===== config.mk =====
export PLATFORM = sky130hd
export DESIGN_NAME = cu_reg_bank
export DESIGN_NICKNAME = d
export VERILOG_FILES = /design/src/rtl/cu_reg_bank.sv
export SDC_FILE = /design/constraint.sdc
export NUM_CORES = 1
export LEC_CHECK = 0
export ABC_AREA = 1
export ABC_CLOCK_PERIOD_IN_PS = 5200
export CELL_PAD_IN_SITES_DETAIL_PLACEMENT = 0
export CELL_PAD_IN_SITES_GLOBAL_PLACEMENT = 1
export CORE_ASPECT_RATIO = 1.75
export CORE_MARGIN = 4
export CORE_UTILIZATION = 27
export CTS_CLUSTER_SIZE = 28
export DETAILED_ROUTE_END_ITERATION = 8
export GPL_TIMING_DRIVEN = 1
export MAX_ROUTING_LAYER = met4
export PLACE_DENSITY = 0.54
export REMOVE_ABC_BUFFERS = 1
export SLEW_MARGIN = 20
export SYNTH_ARGS = -nofsm -noshare
export SYNTH_HDL_FRONTEND = slang
export SYNTH_SLANG_ARGS = --single-unit

===== constraint.sdc =====
create_clock -name clk -period 5.2 [get_ports clk]
set_input_delay 1.04 -clock clk [delete_from_list [all_inputs] [get_ports clk]]
set_output_delay 1.04 -clock clk [all_outputs]
set_load 0.01 [all_outputs]

===== src/rtl/cu_reg_bank.sv =====
// cu_reg_bank: control-unit register bank with per-register load/clear/increment and one read port.
// Optional macro CU_REG_BANK_SAT_EN makes increments saturate at the maximum value instead of wrapping.
module cu_reg_bank #(
    parameter int unsigned WIDTH    = 16,
    parameter int unsigned NREGS    = 8,
    parameter int unsigned SEL_W    = 3,
    parameter int unsigned INC_STEP = 1
) (
    input  logic             clk,
    input  logic             reset,
    input  logic             wr_en,
    input  logic [SEL_W-1:0] wr_sel,
    input  logic [WIDTH-1:0] wr_data,
    input  logic             inc_en,
    input  logic [SEL_W-1:0] inc_sel,
    input  logic             clr_en,
    input  logic [SEL_W-1:0] clr_sel,
    input  logic [SEL_W-1:0] rd_sel,
    output logic [WIDTH-1:0] rd_data,
    output logic             rd_zero,
    output logic             inc_wrap,
    output logic [SEL_W-1:0] wrap_sel
);

    // Extra top bit captures the carry out of the increment.
    localparam logic [WIDTH:0] StepExt = (WIDTH+1)'(INC_STEP);

    logic [WIDTH-1:0] regs_q [NREGS];
    logic [WIDTH-1:0] regs_d [NREGS];
    logic             inc_wrap_q, inc_wrap_d;
    logic [SEL_W-1:0] wrap_sel_q, wrap_sel_d;

    logic [NREGS-1:0] wr_hit;
    logic [NREGS-1:0] inc_hit;
    logic [NREGS-1:0] clr_hit;
    logic [WIDTH:0]   inc_sum;

    // Out-of-range selects match no register, so they decode to no-ops.
    always_comb begin
        wr_hit  = '0;
        inc_hit = '0;
        clr_hit = '0;
        for (int i = 0; i < int'(NREGS); i++) begin
            wr_hit[i]  = wr_en  && (wr_sel  == SEL_W'(i));
            inc_hit[i] = inc_en && (inc_sel == SEL_W'(i));
            clr_hit[i] = clr_en && (clr_sel == SEL_W'(i));
        end
    end

    always_comb begin
        regs_d     = regs_q;
        inc_wrap_d = 1'b0;
        wrap_sel_d = wrap_sel_q;
        inc_sum    = '0;
        for (int i = 0; i < int'(NREGS); i++) begin
            if (clr_hit[i]) begin
                regs_d[i] = '0;
            end else if (wr_hit[i]) begin
                regs_d[i] = wr_data;
            end else if (inc_hit[i]) begin
                inc_sum = {1'b0, regs_q[i]} + StepExt;
`ifdef CU_REG_BANK_SAT_EN
                regs_d[i] = inc_sum[WIDTH] ? '1 : inc_sum[WIDTH-1:0];
`else
                regs_d[i] = inc_sum[WIDTH-1:0];
`endif
                if (inc_sum[WIDTH]) begin
                    inc_wrap_d = 1'b1;
                    wrap_sel_d = inc_sel;
                end
            end
        end
    end

    always_ff @(negedge clk) begin
        if (reset) begin
            for (int i = 0; i < int'(NREGS); i++) begin
                regs_q[i] <= '0;
            end
            inc_wrap_q <= 1'b0;
            wrap_sel_q <= '0;
        end else begin
            regs_q     <= regs_d;
            inc_wrap_q <= inc_wrap_d;
            wrap_sel_q <= wrap_sel_d;
        end
    end

    always_comb begin
        rd_data = '0;
        for (int i = 0; i < int'(NREGS); i++) begin
            if (rd_sel == SEL_W'(i)) begin
                rd_data = regs_q[i];
            end
        end
        rd_zero = (rd_data == '0);
    end

    assign inc_wrap = inc_wrap_q;
    assign wrap_sel = wrap_sel_q;

endmodule


Word level (Yosys, flattened, before mapping)
Cells that the tools add are included.
W data, S select, Z words.
{"block": "op_classes", "add_sub_neg": 8, "n_eq_ne": 28, "n_mux": 88, "n_reduce_logical": 45}
{"cell": "$mux W16", "n": 24}
{"cell": "$add A16 B1 Y17 const B", "n": 8}
{"cell": "$mux W3", "n": 32}
{"cell": "$eq A3 B3 Y1 const B", "n": 16}
{"cell": "$mux W1", "n": 32}
{"cell": "$eq A3 B2 Y1 const B", "n": 8}
{"cell": "$logic_and A1 B1 Y1", "n": 24}
{"cell": "$logic_not A16 Y1", "n": 1}
{"cell": "$reduce_bool A2 Y1", "n": 8}
{"cell": "$reduce_or A2 Y1", "n": 8}
{"cell": "$eq A3 B1 Y1 const B", "n": 4}
{"cell": "$logic_not A3 Y1", "n": 4}
{"block": "totals", "reg_bits": 132, "input_bits": 33, "output_inout_bits": 21, "wordCells": 179}

Longest topological paths before layout
{"block": "logic_depth", "word_depth": 33, "mapped_depth": 12}

==> flow_summary.yaml <==
worst_setup_path:
  start_kind: "flop"
  required_ps: 4160
  cpMaxStageDelayCell: "clkdlybuf4s50_1"
  arrival_ps: 4740
  crit_type: "flop to primary output"
  endpoint_kind: "primary output"
  cp_max_fo: 2
  slowest_delay_ps: 550
  cp_cell_sequence: "inv_1 > nor2_1 > nor2_2 > nand4_1 > nor2_1 > buf_4 > inv_1 > clkdlybuf4s50_1"
synthesis:
  synth_top_area_share_pct: 30.1
  synth-compound-area-share_pct: 13.7
  synth_cells: 1417
  yosys.cell_types.count: 33
  synthAdderAreaFrac_pct: 1.14
  synth_ff_type: "dfxtp_1"
  synth_top_cell_by_area: "dfxtp_1"
  yosysWarnings: 0
  ys_ff_latch: 132
  synthArstFlopShare_pct: 0
  synth_most_common_cell: "nand2_1"
  yosys.area_share.simple_pct: 37.3
  netlist_top_cells_count: "nand2_1, nor2_1, inv_1, dfxtp_1, nand3_1"
  synth_top_family_by_area: "simple AND/OR/NAND/NOR gates"
  syn_area_per_cell_um2: 6.20
  syn_area_um2: 8790
  synth_edf_count: 0
  ys_seq_area_share_pct: 30.1
  synth_xor_xnor_area_share_pct: 9.07
  synth.area.top_cells: "dfxtp_1, nand2_1, nor2_1"
  synthMuxAreaShare_pct: 0
power_and_ir_drop:
  p_per_area_nw_per_um2: 253
  p_leak_nw: 6.23
  internal-power_w: 0.00232
  switching_power_w: 0.00111
  pwr-share-comb_pct: 13.5
  p_total_w: 0.00343
  swShare_pct: 32.5
  clockPowerShare_pct: 55.3
  p_seq_share_pct: 31.1
  ir_drop_mv: 0.266
route:
  wl_per_cell_um: 21.1
  drt_wl_total_um: 48400
  vias_per_cell: 5.02
  dr.pass1.iters: 6
  drc: 0
  vias: 11500
  ant_nets: 0
  dr.first_iter.drc_count: 766
timing:
  hold_viol: 0
  drv_slew: 0
  fin_hold_ws_ps: 466
  clock_skew_ps: 15.4
  tightest_slew_ps: 1060
  rsz0062_at_grt: "yes"
  timing.slew.headroom_pct: 29.2
  timing.final.ws_setup_ps: -577
  setup_viol: 17
floorplan:
  initial_core_util_pct: 27.3
  core-area_um2: 32200
  die_area_um2: 35600
  die_w_um: 144
  boundaryPins: 54
  rows: 87
  die_h_um: 247
clocking:
  clock-sinks: 132
  cts_tree: "built"
  max-clock-path-buffers: 2
  cts_root_buffer: "clkbuf_16"
  numCtsBuffers: 17
  cts_htree_levels: 4
  cts_hold_buffers: 0
  clock_latency_ps: 480
  clk_pin_slew_ps: 40
grt:
  grt_max_degree: 26
  met2_usage_pct: 47.8
  grt_overflow: 0
  grtUsageMet3_pct: 5.59
  grt_pass1_wl_um: 70800
  gr-max-usage-layer: "met2"
  grt_pass1_vias: 12000
  antenna_found_initial: 1
  grt_use_met1_pct: 27.0
  grtUsageTotal_pct: 28.3
layout:
  nets: 1922
  drive_gt1_share_pct: 24.5
  design_area_um2: 13600
  n_fill_cell: 3490
  area_growth_pct: 54.2
  utilization_pct: 42.1
placement:
  place_congestion: 0.962
  placed_cell_area_um2: 12000
  hpwl_um: 37900
  preCtsSetupSlack_ps: -801
  port_buffers: 53
worst_hold_path:
  hp-class: "flop to flop"
outcome:
  violations: "negative setup slack"
  status: "finished, violations left"
job:
  maxCapViolations: 0
[per-stage QoR]
step	cells	setup TNS [ps]
after floorplan	1379	-121
after global placement	2123	-44000
after detailed placement	2123	-43380
after CTS	2296	-5550
after global routing	2293	-4790
final	2294	-3640
[worst max-delay path: cells and delay by family, from the launching register on]
family | cells | cell delay (ps)
buffers and inverters | 4 | 810
DFF | 1 | 330
and+or+nand+nor | 4 | 510
[final cells by class]
cell class	count	area [um2]	area share [%]
Sequential cell	132	2680	19.8
Tap cell	400	500	3.69
Timing Repair Buffer	352	2930	21.6
Clock buffer	17	425	3.14
Multi-Input combinational cell	1084	5650	41.7
Clock inverter	146	749	5.53
Antenna cell	1	2.50	0.0185
Inverter	162	618	4.56
[flip-flops by register name, indices dropped and copies added, names as in the netlist]
| register | flops |
|---|---|
| inc_wrap | 1 |
| regs_q | 128 |
| wrap_sel | 3 |
[logic make-up (layout without fill, tap and decap cells)]
family,after synthesis,count (layout)
AND/OR/NAND/NOR,765,765
AO/OA/AOI/OAI,220,220
buffers and inverters,201,677
flip-flops,132,132
XOR/XNOR,91,91
adder cells (fa/ha/maj),8,8
other,0,1
[power by group through the flow]
stage               logic (W)  registers [W]  clock network [W]
CTS                  0.000461        0.00107            0.00196
global route         0.000497        0.00107            0.00205
detailed placement   0.000449        0.00108           0.000155
floorplan            0.000143        0.00109           0.000155
global placement     0.000451        0.00108           0.000155
finish               0.000464        0.00107            0.00190
[cells in the final DEF, fill, tap and decap left out, types with 5 or more instances in the layout]
| master | n |
|---|---|
| bufinv_16 | 7 |
| dfxtp_2 | 17 |
| nor2_4 | 11 |
| nor3_1 | 25 |
| xor2_1 | 60 |
| buf_4 | 282 |
| ha_1 | 8 |
| clkdlybuf4s50_1 | 35 |
| nor2_2 | 34 |
| a31oi_1 | 61 |
| clkbuf_16 | 17 |
| nand2_1 | 370 |
| dfxtp_1 | 110 |
| o22ai_1 | 8 |
| dfxtp_4 | 5 |
| nand4_1 | 62 |
| nand3_2 | 13 |
| or2_2 | 5 |
| buf_6 | 20 |
| nand3_1 | 85 |
| inv_2 | 18 |
| xnor2_1 | 31 |
| nor2_1 | 135 |
| clkinv_1 | 5 |
| buf_12 | 9 |
| inv_1 | 269 |
| o21ai_0 | 71 |
| nand2_2 | 8 |
| a21oi_1 | 72 |
| nor4_1 | 5 |
[per-layer routing]
layer	up-vias	wire length [um]
li1	5604	-
met1	5405	17300
met2	363	24800
met3	152	1860
met4	0	4400
met5	-	0
[what timing repair did]
action                     in CTS  in global routing
setup endpoints to repair      23                 54
pin swaps                      65                 47
setup buffers                  23                  9
resized for setup             149                 59
cloned                          0                  0
[path summary, 6_finish.rpt]
| kind | end | slack [ps] | cells after the start | from |
|---|---|---|---|---|
| min reg2reg | wrap_sel[0] | 470 | 2 | wrap_sel[0] |
| max | rd_data[4] | -580 | 8 | regs_q[68] |
| max reg2reg | inc_wrap | 2920 | 11 | regs_q[1] |
| min | wrap_sel[0] | 470 | 2 | wrap_sel[0] |
(Power assumes the default switching activity.)
